## config.mk

```make
export PLATFORM = sky130hd
export DESIGN_NAME = counter_updown_bcd
export DESIGN_NICKNAME = d
export VERILOG_FILES = /design/src/rtl/counter_updown_bcd.sv
export SDC_FILE = /design/constraint.sdc
export NUM_CORES = 1
export LEC_CHECK = 0
export ABC_AREA = 0
export BUFFER_PORTS_ARGS = -buffer_cell sky130_fd_sc_hd__buf_2
export CAP_MARGIN = 15
export CORE_MARGIN = 4
export CORE_UTILIZATION = 47
export CTS_CLUSTER_DIAMETER = 30
export DETAILED_ROUTE_END_ITERATION = 8
export MAX_ROUTING_LAYER = met4
export PLACE_DENSITY = 0.73
export SYNTH_ARGS = -nofsm -noshare
export SYNTH_HDL_FRONTEND = slang
export SYNTH_SLANG_ARGS = --single-unit
```

## constraint.sdc

```tcl
create_clock -name clk -period 1.8 [get_ports clk]
set_input_delay 0.09 -clock clk [delete_from_list [all_inputs] [get_ports clk]]
set_output_delay 0.09 -clock clk [all_outputs]
set_load 0.005 [all_outputs]
```

## src/rtl/counter_updown_bcd.sv

```systemverilog
// counter_updown_bcd: prescaled modulo-(MAX_COUNT+1) up/down counter with a lockstep BCD copy
module counter_updown_bcd #(
  parameter int CLK_FREQ = 100_000_000,
  parameter int TICK_HZ = 10,
  parameter int MAX_COUNT = 9999,
  parameter int DIGITS = 4,
  localparam int CW = $clog2(MAX_COUNT + 1)
) (
  input  logic                  clk,
  input  logic                  reset_n,
  input  logic                  i_run,
  input  logic                  i_clear,
  input  logic                  i_mode,
  output logic [CW-1:0]         o_count,
  output logic [4*DIGITS-1:0]   o_bcd,
  output logic                  o_tick,
  output logic                  o_wrap
);
  localparam int DIV = CLK_FREQ / TICK_HZ;
  localparam int PW = $clog2(DIV);
  localparam logic [CW-1:0] MAX_C = CW'(MAX_COUNT);
  localparam logic [PW-1:0] LAST_P = PW'(DIV - 1);

  // shift-and-add-3 conversion, evaluated only at elaboration
  function automatic logic [4*DIGITS-1:0] bcd_of(input logic [CW-1:0] v);
    logic [4*DIGITS-1:0] b;
    b = '0;
    for (int i = CW - 1; i >= 0; i--) begin
      for (int d = 0; d < DIGITS; d++)
        if (b[4*d +: 4] >= 4'd5) b[4*d +: 4] = b[4*d +: 4] + 4'd3;
      b = {b[4*DIGITS-2:0], v[i]};
    end
    return b;
  endfunction

  localparam logic [4*DIGITS-1:0] BCD_MAX = bcd_of(MAX_C);

  logic [PW-1:0]       psc_q, psc_d;
  logic [CW-1:0]       count_q, count_d;
  logic [4*DIGITS-1:0] bcd_q, bcd_d, bcd_step;
  logic                tick_q, tick_d, wrap_q, wrap_d;
  logic                step, wrap_c, carry, at_edge;
  logic [3:0]          dig;

  assign step   = i_run & ~i_clear & (psc_q == LAST_P);
  assign wrap_c = i_mode ? (count_q == '0) : (count_q == MAX_C);

  // per-digit ripple: carry on 9->0 going up, borrow on 0->9 going down
  always_comb begin
    carry = 1'b1;
    dig = '0;
    at_edge = 1'b0;
    bcd_step = '0;
    for (int d = 0; d < DIGITS; d++) begin
      dig = bcd_q[4*d +: 4];
      at_edge = i_mode ? (dig == 4'd0) : (dig == 4'd9);
      bcd_step[4*d +: 4] = !carry ? dig : at_edge ? (i_mode ? 4'd9 : 4'd0) : (i_mode ? dig - 4'd1 : dig + 4'd1);
      carry = carry & at_edge;
    end
  end

  assign psc_d   = (i_clear || step) ? '0 : i_run ? psc_q + PW'(1) : psc_q;
  assign count_d = i_clear ? '0 : !step ? count_q : wrap_c ? (i_mode ? MAX_C : '0)
                 : i_mode ? count_q - CW'(1) : count_q + CW'(1);
  assign bcd_d   = i_clear ? '0 : !step ? bcd_q : wrap_c ? (i_mode ? BCD_MAX : '0) : bcd_step;
  assign tick_d  = step;
  assign wrap_d  = step & wrap_c;

  always_ff @(posedge clk or negedge reset_n) begin
    if (!reset_n) begin
      psc_q   <= '0;
      count_q <= '0;
      bcd_q   <= '0;
      tick_q  <= 1'b0;
      wrap_q  <= 1'b0;
    end else begin
      psc_q   <= psc_d;
      count_q <= count_d;
      bcd_q   <= bcd_d;
      tick_q  <= tick_d;
      wrap_q  <= wrap_d;
    end
  end

  assign o_count = count_q;
  assign o_bcd   = bcd_q;
  assign o_tick  = tick_q;
  assign o_wrap  = wrap_q;
endmodule

```

==> impl_metrics.env <==
export IMPL_status="finished, violations left"
export IMPL_violations="setup timing"
export IMPL_yosysUniqueCellTypes=57
export IMPL_fin_ws_ps=-378.7
export IMPL_rsz0062_at_grt="true"
export IMPL_detail_route_first_pass_iterations=7
export IMPL_reg2reg_from="psc_q[7]"
export IMPL_yosysTopAreaCell="dfrtp_1"
export IMPL_synth_ff_type="dfrtp_1"
export IMPL_chipHeight_microns=97.00
export IMPL_cp_startpoint="psc_q[7]"
export IMPL_vias=3831
export IMPL_period_needed_ps=2179
export IMPL_wl_microns=11800
export IMPL_clock_sinks=56
export IMPL_p_total_mw=2.703
export IMPL_die_x_microns=97.00
export IMPL_worst_pin_slew_ps=449.4
export IMPL_reg2reg_to="o_bcd[1]"
export IMPL_clockBufferDepth=2
export IMPL_worstSkewPairLatency_ps=320
export IMPL_p_per_area_nw_per_um2=479.6
export IMPL_finalSetupTns_ps=-15860
export IMPL_drive_gt1_share_pct=46.73
export IMPL_gp_congestion=0.8751
export IMPL_synthTopCellsByArea="dfrtp_1, ha_1, xor2_1"
export IMPL_layout_common_cells="buf_4, dfrtp_1, buf_2, nand2_1, nor2_1"
export IMPL_grt_pass1_vias=3728
export IMPL_vdd_drop_max_uv=387.9
export IMPL_leakage_nw=2.682
export IMPL_critical_path_max_stage_delay_ps=560
export IMPL_ys_async_sr_fraction_pct=100.0
export IMPL_max_cap_viol_count=0
export IMPL_cp_cell_sequence="or4_4 > buf_6 > nor3_4 > buf_6 > or2_4 > buf_12 > buf_12 > o22ai_1"
export IMPL_nets=595
export IMPL_clkTransAtPathRegs_ps=110
export IMPL_cts_buffers=5
export IMPL_slew_headroom_pct=69.88
export IMPL_critPathTopFamily="simple AND/OR/NAND/NOR gates"
export IMPL_arrival_ps=2380
export IMPL_routedWlPerCell_microns=17.69
export IMPL_drv_slew=0
export IMPL_r2r_cells=8
export IMPL_viasPerCell=5.744
export IMPL_fmax_ghz=0.4590
export IMPL_fin_crit_sh_pct=121.0
export IMPL_rows=32
export IMPL_overflow=0
export IMPL_htree_num_levels=2
export IMPL_initial_utilization_pct=48.17
export IMPL_synth_seq_cells=56
export IMPL_grt_max_degree=57
export IMPL_initialDrtViolationCount=204
export IMPL_antenna_found_initial=0
export IMPL_syn_area_sq_um=3722
export IMPL_cts_tree="done"
export IMPL_drc=0
export IMPL_syn_avg_cell_area_sq_um=9.168
export IMPL_synth_edf_count=0
export IMPL_worstSetupPathType="reg2reg"
export IMPL_finalSetupViolCount=55
export IMPL_synth_seq_area_share_pct=37.65
export IMPL_cp_max_fo=7
export IMPL_path_depth=8
export IMPL_worstPathRequired_ps=2000
export IMPL_crit_path_start_kind="register"
export IMPL_root_buffer="clkbuf_8"
export IMPL_skew_ps=9.420
export IMPL_ant_nets=0
export IMPL_num_fill_cells=491
export IMPL_cp_slowest_cell="or4_4"
export IMPL_synth_cells=406
export IMPL_io_pins=37
export IMPL_worstSetupEndpointType="register"
export IMPL_grt_pass1_wl_microns=17920
export IMPL_dieArea_sq_um=9408
export IMPL_coreArea_sq_um=7727
export IMPL_r2r_slack_ps=-380
export IMPL_min_path_cells=4
export IMPL_utilization_pct=72.93
export IMPL_port_buffer_count=36
export IMPL_diodes=0
export IMPL_dp_hpwl_microns=7451
export IMPL_crit_path_end="o_bcd[1]"
export IMPL_syn_nets=437
export IMPL_holdCritPathClass="in2reg"
export IMPL_final_common_cell="buf_4"
export IMPL_cp_num_buf_inv=4
export IMPL_seqCellArea_sq_um=1403
export IMPL_synth_top_cell_area_share_pct=37.65
export IMPL_syn2layout_area_growth_pct=51.39
export IMPL_final_hold_viol_count=0
export IMPL_multiInputGateArea_sq_um=2684
export IMPL_yosys_warnings=0
export IMPL_track_usage_pct=23.81
## final cells by class
type / count / share of cell area (%)
Multi-Input combinational cell: 325 / 47.62
Sequential cell: 56 / 24.89
Timing Repair Buffer: 164 / 22.85
Tap cell: 102 / 2.265
Clock buffer: 6 / 1.288
Inverter: 12 / 0.7993
Clock inverter: 2 / 0.2886
## what timing repair did
| item | 4_1_cts | 5_1_grt |
|---|---|---|
| pin swaps | 28 | 34 |
| endpoints found under the hold margin | 56 | 0 |
| hold buffers | 1 | 0 |
| endpoints found under the setup margin | 55 | 55 |
| buffers inserted | 13 | 7 |
| cloned | 2 | 0 |
| gates resized for setup | 48 | 66 |
## cell families (layout without fill, tap and decap cells)
logic type	Yosys count	count (layout)	share of synthesized area, %
flops	56	56	37.65
fa+ha+maj	26	26	9.748
compound gates	92	92	15.56
xor+xnor	40	40	9.412
buf+inv	25	184	3.126
mux	8	8	2.387
simple gates	159	159	22.12
## per-stage QoR
stage               std cells  cell area, sq um  setup slack (ps)  hold slack [ps]
floorplan                 406              3800            -219.4           -205.6
detailed placement        636              4856            -421.4            119.4
finish                    667              5635            -378.7            165.8
global route              667              5635            -420.0            219.3
CTS                       660              5338            -239.0            176.1
global placement          636              4856            -389.1            117.4
## worst min-delay path, cell delays in order
cell and delay [ps]:
buf_2 90, buf_4 130, xnor2_1 80, nor2_2 70
## per-layer routing
layer | up-vias | wire (microns) | global-route usage (%)
li1 | 1767 | - | -
met1 | 1864 | 4804 | 29.95
met2 | 148 | 5914 | 38.69
met3 | 52 | 536 | 3.677
met4 | 0 | 540 | 9.287
met5 | - | 0 | -
## registers in the layout (all words and copies together), names as in the netlist
name and flops:
o_bcd 16, o_count 14, o_tick 1, o_wrap 1
psc_q 24
## worst min-delay path by stage
stage	start	end	slack (ps)
3_5_place_dp	reset_n	o_count[5]	120
4_1_cts	i_run	psc_q[0]	180
5_1_grt	i_run	psc_q[1]	220
2_1_floorplan	reset_n	o_bcd[0]	-210
3_3_place_gp	reset_n	o_count[5]	120
6_report	i_run	psc_q[0]	170
## power breakdown
part	leakage (nW)	switching, mW	internal [mW]
sequential	0.771	0.0286	1.29
combinational	1.87	0.336	0.319
clock	0.0414	0.451	0.279
## Yosys cell counts, drive strengths merged (4+ instances only)
cell type  count
nor2b          4
a21o          11
clkbuf         8
nand4          8
xnor2         17
inv           12
a211oi         4
dfrtp         56
xor2          23
o21ai         27
fa             5
a21oi         25
o22ai          4
mux2           7
or3            6
nor2          49
nand3         15
and4           4
ha            21
nor3          14
and3           7
or2            4
nand2         36
buf            5
Power figures use the tool's default switching activity.
